===== config.mk =====
export PLATFORM = sky130hd
export DESIGN_NAME = prio_req_arbiter_flat
export DESIGN_NICKNAME = d
export VERILOG_FILES = /design/src/rtl/prio_req_arbiter_if.sv /design/src/rtl/prio_req_arbiter.sv /design/src/flat_wrapper.sv
export SDC_FILE = /design/constraint.sdc
export NUM_CORES = 1
export LEC_CHECK = 0
export BUFFER_PORTS_ARGS = -buffer_cell sky130_fd_sc_hd__buf_2
export CAP_MARGIN = 40
export CORE_MARGIN = 4
export CORE_UTILIZATION = 25
export CTS_CLUSTER_DIAMETER = 60
export DETAILED_ROUTE_END_ITERATION = 6
export PLACE_DENSITY_LB_ADDON = 0.2
export SYNTH_ARGS = -nofsm -noshare
export SYNTH_HDL_FRONTEND = slang
export SYNTH_SLANG_ARGS = --single-unit

===== constraint.sdc =====
create_clock -name clk -period 2.9 [get_ports clk]
set_clock_uncertainty 0.2 [all_clocks]
set_input_delay 0.435 -clock clk [delete_from_list [all_inputs] [get_ports clk]]
set_output_delay 0.435 -clock clk [all_outputs]
set_load 0.01 [all_outputs]

===== src/rtl/prio_req_arbiter_if.sv =====
// Handshake bundle between the request/grant stage and its consumer.
// The slave modport is the arbiter's view; master is the driving/consuming side.
interface prio_req_arbiter_if #(
  parameter int N   = 3,
  parameter int OCW = 8,
  parameter int CW  = $clog2(N + 1)
);
  logic [N-1:0]   req_i;
  logic           flush_i;
  logic [CW-1:0]  code_o;
  logic           code_valid_o;
  logic           code_ready_i;
  logic [N-1:0]   pend_o;
  logic [OCW-1:0] drop_cnt_o;

  modport slave (
    input  req_i,
    input  flush_i,
    input  code_ready_i,
    output code_o,
    output code_valid_o,
    output pend_o,
    output drop_cnt_o
  );

  modport master (
    output req_i,
    output flush_i,
    output code_ready_i,
    input  code_o,
    input  code_valid_o,
    input  pend_o,
    input  drop_cnt_o
  );
endinterface


===== src/rtl/prio_req_arbiter.sv =====
// Sticky request collector with highest-index priority grant.
// Request pulses accumulate in a pending vector; the highest pending bit is
// offered as code k+1 over a valid/ready handshake. Grants are never preempted,
// and back-to-back grants issue without a bubble. Re-requests of a bit that is
// already pending (and not being cleared this cycle) are counted as drops.
// The interface instance must be built with the same N and OCW as this module.
module prio_req_arbiter #(
  parameter int N   = 3,
  parameter int OCW = 8
) (
  input  logic                clk,
  input  logic                rst_n,
  prio_req_arbiter_if.slave   bus
);

  localparam int CW = $clog2(N + 1);

  typedef enum logic {
    IDLE  = 1'b0,
    GRANT = 1'b1
  } state_t;

  state_t         state_q;
  logic [N-1:0]   pend_q;
  logic [CW-1:0]  code_q;
  logic           valid_q;
  logic [OCW-1:0] drop_q;

  logic           fire;
  logic [N-1:0]   clr;
  logic [N-1:0]   pend_next;
  logic [CW-1:0]  sel;
  logic [N-1:0]   drops;
  logic [CW-1:0]  drop_pop;
  logic [OCW:0]   drop_sum;
  logic [OCW-1:0] drop_next;

  assign fire = valid_q & bus.code_ready_i;

  // Decode the granted code back to the one-hot bit retired by this handshake.
  always_comb begin
    // NOTE: every variable assigned in always_comb gets a default first so no path leaves it unassigned (no latch).
    clr = '0;
    for (int k = 0; k < N; k++) begin
      clr[k] = fire && (code_q == CW'(k + 1));
    end
  end

  // A fresh request on the bit being retired re-arms it: new request wins.
  assign pend_next = (pend_q & ~clr) | bus.req_i;

  // Highest set bit of the next pending vector wins; later iterations override.
  always_comb begin
    sel = '0;
    for (int k = 0; k < N; k++) begin
      if (pend_next[k]) sel = CW'(k + 1);
    end
  end

  // Count re-requests that merged into a bit already pending and not retiring.
  assign drops = bus.req_i & pend_q & ~clr;

  // Population count of merged requests, then a saturating add.
  always_comb begin
    drop_pop = '0;
    for (int k = 0; k < N; k++) begin
      drop_pop = drop_pop + CW'(drops[k]);
    end
    drop_sum  = {1'b0, drop_q} + (OCW + 1)'(drop_pop);
    drop_next = drop_sum[OCW] ? {OCW{1'b1}} : drop_sum[OCW-1:0];
  end

  // Grant FSM with registered code/valid; flush wins over any handshake.
  always_ff @(posedge clk or negedge rst_n) begin
    if (!rst_n) begin
      // NOTE: every state register here is a small flop, so all of them are cleared by the async reset.
      state_q <= IDLE;
      pend_q  <= '0;
      code_q  <= '0;
      valid_q <= 1'b0;
      drop_q  <= '0;
    end else if (bus.flush_i) begin
      state_q <= IDLE;
      pend_q  <= '0;
      code_q  <= '0;
      valid_q <= 1'b0;
    end else begin
      // NOTE: sequential state uses non-blocking assignment so all flops update from pre-edge values.
      pend_q <= pend_next;
      drop_q <= drop_next;
      unique case (state_q)
        IDLE: begin
          if (pend_next != '0) begin
            code_q  <= sel;
            valid_q <= 1'b1;
            state_q <= GRANT;
          end
        end
        GRANT: begin
          if (fire) begin
            if (pend_next != '0) begin
              code_q <= sel;
            end else begin
              code_q  <= '0;
              valid_q <= 1'b0;
              state_q <= IDLE;
            end
          end
        end
        default: begin
          code_q  <= '0;
          valid_q <= 1'b0;
          state_q <= IDLE;
        end
      endcase
    end
  end

  assign bus.code_o       = code_q;
  assign bus.code_valid_o = valid_q;
  assign bus.pend_o       = pend_q;
  assign bus.drop_cnt_o   = drop_q;

  // A valid grant always carries a nonzero code, and code is zero when idle.
  a_code_nonzero: assert property (@(posedge clk) disable iff (!rst_n)
    valid_q |-> (code_q != '0));
  a_code_idle_zero: assert property (@(posedge clk) disable iff (!rst_n)
    !valid_q |-> (code_q == '0));
  // A stalled grant holds its code unless a flush intervenes.
  a_no_preempt: assert property (@(posedge clk) disable iff (!rst_n)
    (valid_q && !bus.code_ready_i && !bus.flush_i) |=> (valid_q && $stable(code_q)));

endmodule


===== src/flat_wrapper.sv =====
// flat-port wrapper written by rule: the top's interface ports become plain ports
module prio_req_arbiter_flat 
#(
  parameter int N   = 3,
  parameter int OCW = 8
)
  (clk, rst_n, bus_req_i, bus_flush_i, bus_code_ready_i, bus_code_o, bus_code_valid_o, bus_pend_o, bus_drop_cnt_o);
  prio_req_arbiter_if #(.N(N), .OCW(OCW)) bus_i ();
  input  logic clk;
  input  logic rst_n;
  input wire logic [$bits(bus_i.req_i)-1:0] bus_req_i;
  input wire logic [$bits(bus_i.flush_i)-1:0] bus_flush_i;
  input wire logic [$bits(bus_i.code_ready_i)-1:0] bus_code_ready_i;
  output wire logic [$bits(bus_i.code_o)-1:0] bus_code_o;
  output wire logic [$bits(bus_i.code_valid_o)-1:0] bus_code_valid_o;
  output wire logic [$bits(bus_i.pend_o)-1:0] bus_pend_o;
  output wire logic [$bits(bus_i.drop_cnt_o)-1:0] bus_drop_cnt_o;
  assign bus_i.req_i = bus_req_i;
  assign bus_i.flush_i = bus_flush_i;
  assign bus_i.code_ready_i = bus_code_ready_i;
  assign bus_code_o = bus_i.code_o;
  assign bus_code_valid_o = bus_i.code_valid_o;
  assign bus_pend_o = bus_i.pend_o;
  assign bus_drop_cnt_o = bus_i.drop_cnt_o;
  prio_req_arbiter #(.N(N), .OCW(OCW)) u_core (.clk(clk), .rst_n(rst_n), .bus(bus_i));
endmodule

## Word-level counts from Yosys, hierarchy flattened

Cells that the tools add are included.

- Reduce and logical (&&, ||, !) cells: 6
- Bitwise gates (word level): 7
- Add/subtract/negate cells: 3
- Muxes and demuxes: 19
- Equal/unequal tests: 6

Operators by type and width:

| operator | count |
|---|---|
| 2-bit two-way mux | 6 |
| 8-bit by 2-bit adder with 9-bit output | 1 |
| 3-bit bitwise AND | 3 |
| 1-bit two-way mux | 8 |
| 8-bit two-way mux | 1 |
| 3-bit != test (second input constant) | 2 |
| 2-bit == test (second input constant) | 2 |
| 1-bit case mux with 2 select lines | 2 |
| 2-bit case mux with 2 select lines | 1 |
| 1-bit logical AND | 3 |
| 3-bit two-way mux | 1 |
| 3-bit by 2-bit != test with 1-bit output (second input constant) | 1 |
| 3-bit NOT | 1 |
| 3-bit bitwise OR | 1 |
| 3-bit AND reduction | 1 |
| 3-bit nonzero test | 1 |
| 1-bit by 1-bit adder with 2-bit output | 1 |
| 2-bit by 1-bit adder with 2-bit output | 1 |
| 2-bit by 1-bit == test with 1-bit output (second input constant) | 1 |
| 2-bit AND reduction | 1 |
| 1-bit bitwise AND | 1 |
| 1-bit NOT | 1 |

- Output and inout port bits: 14
- Register bits: 15

## Longest topological paths before layout

Gate-level depths: netlist (run 1).

- Word-level depth: 12
- Gate-level depth with buffers: 9

## Worst setup path after synthesis (run 1)

OpenSTA, ideal clock, no wires.

- Kind: register to register
- Start point: reg u_core.code_q[1] (netlist: u_core.bus.code_o[1])
- End point: reg u_core.drop_q[6] (netlist: u_core.bus.drop_cnt_o[6])
- Library setup time: 122 ps
- Cell stages (with the launch flop): 10
- Required time: 2578 ps
- Arrival time: 2410 ps
- Period minus slack after synthesis: 2732 ps
- Setup slack: 168 ps
- Path buffers: 0
- Path through: dfrtp_1 -> nand4b_1 -> and3_1 -> fa_1 -> ha_1 -> fa_1 -> nor2b_1 -> and3_1 -> nor2_1 -> a21oi_1

- Longest elaborated chain between the ends: 8
- Elaborated cells on any way between the ends: 12
- Those cells by class: add/sub: 3; eq/ne: 3; mux: 1; bitwise: 2; reduce/logical: 3

Ends and longest elaborated chain:

| what | line | RTL |
|---|---|---|
| start: declaration | prio_req_arbiter.sv:25 | `logic [CW-1:0] code_q;` |
| start signal: assignment | prio_req_arbiter.sv:94 | `code_q <= sel;` |
| start signal: assignment | prio_req_arbiter.sv:102 | `code_q <= sel;` |
| 2-bit by 1-bit == test with 1-bit output / 2-bit == test (equally long branches) | prio_req_arbiter.sv:45 | `clr[k] = fire && (code_q == CW'(k + 1));` |
| 1-bit logical AND | prio_req_arbiter.sv:45 |  |
| 3-bit NOT * | prio_req_arbiter.sv:61 | `assign drops = bus.req_i & pend_q & ~clr;` |
| 3-bit bitwise AND * | prio_req_arbiter.sv:61 |  |
| 1-bit by 1-bit adder with 2-bit output | prio_req_arbiter.sv:67 | `drop_pop = drop_pop + CW'(drops[k]);` |
| 2-bit by 1-bit adder with 2-bit output * | prio_req_arbiter.sv:67 |  |
| 8-bit by 2-bit adder with 9-bit output * | prio_req_arbiter.sv:69 | `drop_sum = {1'b0, drop_q} + (OCW + 1)'(drop_pop);` |
| 8-bit two-way mux * | prio_req_arbiter.sv:70 | `drop_next = drop_sum[OCW] ? {OCW{1'b1}} : drop_sum[OCW-1:0];` |
| end signal: assignment | prio_req_arbiter.sv:90 | `drop_q <= drop_next;` |
| end: declaration | prio_req_arbiter.sv:27 | `logic [OCW-1:0] drop_q;` |

Every way passes the cells marked *; elsewhere a longest branch is shown, timed or not.
A chain may end at the register's enable or synchronous reset.

## Worst setup path in the final report (run 1)

Ends and elaborated chain as after synthesis.

==> results.sh, run 1 <==
export IMPL_status="complete, no violations"
export IMPL_grt_overflow_total=0
export IMPL_postSynthAreaPerCell_um2=10.95
export IMPL_ir_worst_vdd_v=0.0001592
export IMPL_slew_violations=0
export IMPL_crit_top_cell="fa_1"
export IMPL_yosys_area_top_type="dfrtp_1"
export IMPL_finalNetCount=115
export IMPL_fin_ws_ns=0.1659
export IMPL_grt_setup_unrepaired="false"
export IMPL_finalHoldViolations=0
export IMPL_yosysTopAreaCellShare=0.4511
export IMPL_globalplace_congestion=0.7132
export IMPL_dr_first_iter_drc_count=15
export IMPL_io_buffers=20
export IMPL_wl_per_cell_um=12.65
export IMPL_gr_usage_met3=0.02564
export IMPL_finalCriticalPeriod_ns=2.734
export IMPL_synth_cell_types=34
export IMPL_die_area_um2=4315
export IMPL_synthCells=76
export IMPL_worstSetupPathType="reg2reg"
export IMPL_viasPerCell=4.599
export IMPL_syn_nets=87
export IMPL_hold_path_cell_count=3
export IMPL_max_stage_delay_ns=0.46
export IMPL_fmax_ghz=0.3658
export IMPL_firstDrtPassIters=4
export IMPL_grt_pass1_wl_um=3160
export IMPL_drt_total_wl_um=1859
export IMPL_worst_path_max_delay_cell="fa_1"
export IMPL_clk_path_buf_depth=2
export IMPL_clkLatencyLatePin_ns=0.28
export IMPL_crit_chain="nand4b_1 -> and3_4 -> fa_1 -> ha_2 -> fa_1 -> nor2b_4 -> and3_1 -> nor2_1 -> a21oi_1"
export IMPL_cp_depth=9
export IMPL_grt_util_met1=0.1137
export IMPL_use_met2=0.1552
export IMPL_tightest_slew_ns=0.3701
export IMPL_core_area_um2=3128
export IMPL_dpl_hpwl_um=1374
export IMPL_critPathBufInv=0
export IMPL_cts_tree="done"
export IMPL_finalSetupViolCount=0
export IMPL_final_common_cell="buf_2"
export IMPL_clkTransAtPathRegs_ns=0.09
export IMPL_numCtsBuffers=3
export IMPL_ant_nets=0
export IMPL_yosys_top_cells_area="dfrtp_1 (45%), fa_1 (4.8%), and3_1 (3.8%)"
export IMPL_route_detailed_drc=0
export IMPL_antenna_found_initial=0
export IMPL_clockRootBuffer="clkbuf_4"
export IMPL_die_width_um=65.69
export IMPL_grt_start_max_net_pins=16
export IMPL_path_max_fanout=4
export IMPL_cap_violations=0
export IMPL_drive_gt1_frac=0.3786
export IMPL_whs_ns=0.2055
export IMPL_fp_row_count=20
export IMPL_grt_pass1_vias=694
export IMPL_yosysSeqAreaShare=0.4511
export IMPL_n_fill_cell=330
export IMPL_hp_class="in2reg"
export IMPL_cts_sinks=15
export IMPL_ff2ff_path_depth=9
export IMPL_areaGrowthSynthToFinish_pct=28.12
export IMPL_synthesis_area_um2=832.0
export IMPL_grt_busiest_layer="met2"
export IMPL_via_count=676
export IMPL_p_leak_uw=0.0005292
export IMPL_max_slew_margin=0.7533
export IMPL_worst_endpoint_arrival_ns=2.71
export IMPL_die_h_um=65.69
export IMPL_ios=21
export IMPL_finalCritPeriodShare=0.9428
export IMPL_start_kind="flop"
export IMPL_p_per_area_nw_per_um2=600.7
export IMPL_ys_ff_latch=15
export IMPL_dp_slack_ns=-0.01388
export IMPL_antenna_cells=0
export IMPL_htreeDepth=1
export IMPL_critPathCaptureType="flop"
export IMPL_initial_core_util=0.2660
export IMPL_synth_warnings=0
export IMPL_grt_total_usage=0.09599
export IMPL_cp_required_ns=2.87
export IMPL_path_delay_family="adder cells"
export IMPL_final_cell_mix="buf_2 (20), dfrtp_1 (14), a21oi_1 (6), nand2_1 (6), nor2_1 (5)"
==> final cells by class <==
class                   instances  area [um2]  share of cell area
multi-input cells              58       467.9              0.4390
flip-flops and latches         15       376.6              0.3533
repair buffers                 24       132.6              0.1244
well taps                      44       55.05             0.05164
clock buffers                   4       26.28             0.02465
inverters                       2       7.507            0.007042
==> synthesized netlist by cell type <==
| cell | instances |
|---|---|
| a211oi_1 | 1 |
| a21boi_2 | 1 |
| a21o_1 | 1 |
| a21oi_1 | 6 |
| a21oi_2 | 2 |
| a21oi_4 | 1 |
| a31oi_1 | 2 |
| and2_1 | 1 |
| and2_2 | 1 |
| and3_1 | 5 |
| and3_2 | 1 |
| buf_2 | 1 |
| dfrtp_1 | 15 |
| fa_1 | 2 |
| ha_1 | 2 |
| inv_1 | 2 |
| mux2i_1 | 2 |
| nand2_1 | 6 |
| nand2b_1 | 1 |
| nand3_1 | 2 |
| nand4_1 | 1 |
| nand4b_1 | 1 |
| nand4b_2 | 1 |
| nor2_1 | 5 |
| nor2b_1 | 2 |
| nor3_1 | 1 |
| nor3b_1 | 1 |
| nor3b_2 | 1 |
| o2111a_1 | 1 |
| o32ai_1 | 1 |
| o32ai_2 | 1 |
| or2b_1 | 1 |
| xnor2_1 | 3 |
| xor2_1 | 1 |
==> report_power, final <==
group | switching [uW] | leakage, uW | internal [uW]
combinational | 108 | 0.000326 | 107
clock | 67.4 | 0.0000150 | 53.4
sequential | 51.5 | 0.000189 | 253
total | 227 | 0.000529 | 414
==> per-layer routing <==
layer,part of all wire,routed length [um]
met1,0.46,849
met2,0.50,926
met4,0.022,40
met3,0.022,41
met5,0,0
==> worst paths after layout <==
check / start / endpoint / slack [ns]
setup / recovery: u_core.bus.code_o[1] / u_core.bus.drop_cnt_o[6] / 0.17
hold / removal: bus_req_i[2] / u_core.bus.pend_o[2] / 0.21
setup reg to reg: u_core.bus.code_o[1] / u_core.bus.drop_cnt_o[6] / 0.17
hold reg to reg: u_core.state_q / u_core.bus.code_valid_o / 0.28
max in group asynchronous: rst_n / u_core.bus.code_valid_o / 1.85
min in group asynchronous: rst_n / u_core.bus.drop_cnt_o[5] / 0.38
==> flip-flops by register name, indices dropped and copies added, names as in the netlist <==
signal                   cells
u_core.bus.drop_cnt_o        8
u_core.bus.code_o            2
u_core.state_q               1
u_core.bus.pend_o            3
u_core.bus.code_valid_o      1
==> timing repair <==
item | CTS | global route
buffers inserted | 1 | 0
gates resized for setup | 0 | 6
pin swaps | 0 | 1
endpoints found under the setup margin | 1 | 7
gates cloned | 0 | 0
hold buffers | 1 | 0
endpoints found under the hold margin | 15 | 0
==> worst reg2reg max path, cell delays in order (launching register included) <==
cell and delay [ns]:
dfrtp_1 0.42, nand4b_1 0.25, and3_4 0.20, fa_1 0.46, ha_2 0.21, fa_1 0.38, nor2b_4 0.16, and3_1 0.20
nor2_1 0.08, a21oi_1 0.05
==> cell families after synthesis <==
family                     Yosys count  synth area share
and+or+nand+nor                     31            0.2226
AOI/OAI and AO/OA                   17            0.1669
DFF                                 15            0.4511
xor gates and xnor gates             4           0.04211
adders and majority gates            4           0.07819
buffers and inverters                3           0.01504
muxes                                2           0.02406
==> metrics by stage <==
| stage | power (uW) | setup TNS [ns] | cell area (um2) | instances | utilization |
|---|---|---|---|---|---|
| finish | 640.3 | 0 | 1066 | 147 | 0.3408 |
| global route | 691.3 | 0 | 1066 | 147 | 0.3408 |
| CTS | 645.7 | 0 | 1041 | 147 | 0.3328 |
| detailed placement | 514.2 | -0.01388 | 997.2 | 141 | 0.3188 |
| global placement | 510.7 | 0 | 997.2 | 141 | 0.3188 |
| floorplan | 432.6 | 0 | 832.0 | 76 | - |
No activity file was read; power rests on OpenSTA's default activity.
==> inputs of run 2 (changes only) <==
- CORE_MARGIN: 4 -> 1.5
- clock period: 2.9 -> 2.34 ns (I/O delays scaled with it)
==> run 2 against run 1 <==
Against the previous run: the run now ends with setup timing left; sequential power rose by 25%; combinational power increased by 63%; non-clock buffer count up 13; worst hold slack got worse by 0.053 ns; power is 38% higher; critical path type unchanged; largest cell class unchanged.
==> results.sh, run 2 (synthesized netlist as in run 1, its figures left out) <==
export IMPL_die_h_um=60.69
export IMPL_cap_violations=0
export IMPL_cp_depth=9
export IMPL_dr_first_iter_drc_count=10
export IMPL_globalplace_congestion=0.7315
export IMPL_dp_slack_ns=-0.2167
export IMPL_finalInstanceArea_um2=1225
export IMPL_p_per_area_nw_per_um2=722.7
export IMPL_slew_violations=0
export IMPL_final_common_cell="buf_2"
export IMPL_final_cells=160
export IMPL_htreeDepth=1
export IMPL_grt_pass1_wl_um=3456
export IMPL_critPathCaptureType="flop"
export IMPL_finalSetupViolCount=8
export IMPL_worstSetupPathType="reg2reg"
export IMPL_viasPerCell=4.494
export IMPL_finalCriticalPeriod_ns=2.549
export IMPL_numCtsBuffers=3
export IMPL_io_buffers=20
export IMPL_crit_chain="nand4b_1 -> and3_1 -> fa_2 -> ha_4 -> fa_2 -> nor2b_4 -> buf_4 -> xnor2_2 -> nand2_1"
export IMPL_via_count=719
export IMPL_ios=21
export IMPL_p_leak_uw=0.0005961
export IMPL_ir_worst_vdd_v=0.0002867
export IMPL_start_kind="flop"
export IMPL_final_cell_mix="buf_2 (20), buf_4 (15), dfrtp_1 (14)"
export IMPL_clkLatencyLatePin_ns=0.29
export IMPL_cts_tree="done"
export IMPL_worst_endpoint_arrival_ns=2.53
export IMPL_setup_tns_ns=-1.355
export IMPL_die_width_um=60.69
export IMPL_path_delay_family="adder cells"
export IMPL_drive_gt1_frac=0.5086
export IMPL_fin_ws_ns=-0.2089
export IMPL_status="complete, but fails checks"
export IMPL_wl_per_cell_um=12.39
export IMPL_fmax_ghz=0.3923
export IMPL_initial_core_util=0.2681
export IMPL_ff2ff_path_depth=9
export IMPL_areaGrowthSynthToFinish_pct=47.22
export IMPL_path_max_fanout=4
export IMPL_max_stage_delay_ns=0.44
export IMPL_clkTransAtPathRegs_ns=0.10
export IMPL_largest_reg_flops=8
export IMPL_hp_class="in2reg"
export IMPL_worst_path_max_delay_cell="dfrtp_2"
export IMPL_tightest_slew_ns=0.3796
export IMPL_max_slew_margin=0.7470
export IMPL_antenna_cells=0
export IMPL_clk_path_buf_depth=2
export IMPL_finalNetCount=128
export IMPL_core_area_um2=3103
export IMPL_route_detailed_drc=0
export IMPL_finalCritPeriodShare=1.089
export IMPL_grt_overflow_total=0
export IMPL_grt_total_usage=0.1309
export IMPL_firstDrtPassIters=4
export IMPL_fp_row_count=20
export IMPL_die_area_um2=3683
export IMPL_n_fill_cell=333
export IMPL_place_area_um2=1125
export IMPL_crit_top_cell="fa_2"
export IMPL_grt_start_max_net_pins=16
export IMPL_hold_path_cell_count=3
export IMPL_finalHoldViolations=0
export IMPL_ant_nets=0
export IMPL_grt_pass1_vias=729
export IMPL_grt_setup_unrepaired="true"
export IMPL_dp_cells=153
export IMPL_cts_sinks=15
export IMPL_cp_required_ns=2.32
export IMPL_antenna_found_initial=0
export IMPL_violations="setup timing"
export IMPL_dpl_hpwl_um=1467
export IMPL_clockRootBuffer="clkbuf_4"
export IMPL_critPathBufInv=1
export IMPL_drt_total_wl_um=1982
## run 2: path summary, 6_finish.rpt
check | to | startpoint | slack [ns]
max in group asynchronous | u_core.bus.code_o[1] | rst_n | 1.37
max | u_core.bus.drop_cnt_o[2] | u_core.bus.code_o[1] | -0.21
min in group asynchronous | u_core.bus.code_o[0] | rst_n | 0.29
min | u_core.bus.pend_o[2] | bus_req_i[2] | 0.15
max reg2reg | u_core.bus.drop_cnt_o[2] | u_core.bus.code_o[1] | -0.21
min reg2reg | u_core.bus.code_valid_o | u_core.state_q | 0.27
## run 2: routing by layer
layer	global-route usage	share of wire	vias up
met4	0.08385	0.030	0
li1	-	-	357
met1	0.1770	0.48	341
met5	0	0	-
met3	0.01279	0.025	5
met2	0.1997	0.46	16
## run 2: worst min-delay path, cell delays in order
cell,delay (ns)
buf_2,0.09
a21oi_2,0.05
nor2_1,0.11
## run 2: repair_timing
action | in CTS | in global routing
pin swaps | 2 | 2
resized for setup | 5 | 3
setup endpoints to repair | 8 | 8
endpoints found under the hold margin | 15 | 0
setup buffers | 2 | 0
hold buffers | 1 | 0
## run 2: report_power, final
group / total, uW / switching (uW) / internal [uW]
Sequential: 380 / 67.2 / 313
Combinational: 350 / 164 / 186
Clock: 155 / 88.4 / 66.3
Total: 885 / 320 / 565
## run 2: area by class of cell
class | instances | area, um2 | share of cell area
clock buffers | 4 | 26.28 | 0.02145
inverters | 2 | 7.507 | 0.006129
multi-input cells | 58 | 525.5 | 0.4290
flip-flops and latches | 15 | 376.6 | 0.3075
well taps | 44 | 55.05 | 0.04494
repair buffers | 37 | 234.0 | 0.1910
## run 2: through the flow
step / hold WS (ns) / power (uW) / util
floorplan: -0.1446 / 557.9 / -
global placement: 0.08427 / 684.1 / 0.3625
detailed placement: 0.08857 / 685.9 / 0.3625
CTS: 0.1536 / 869.5 / 0.3887
global route: 0.1857 / 959.4 / 0.3948
finish: 0.1523 / 885.3 / 0.3948
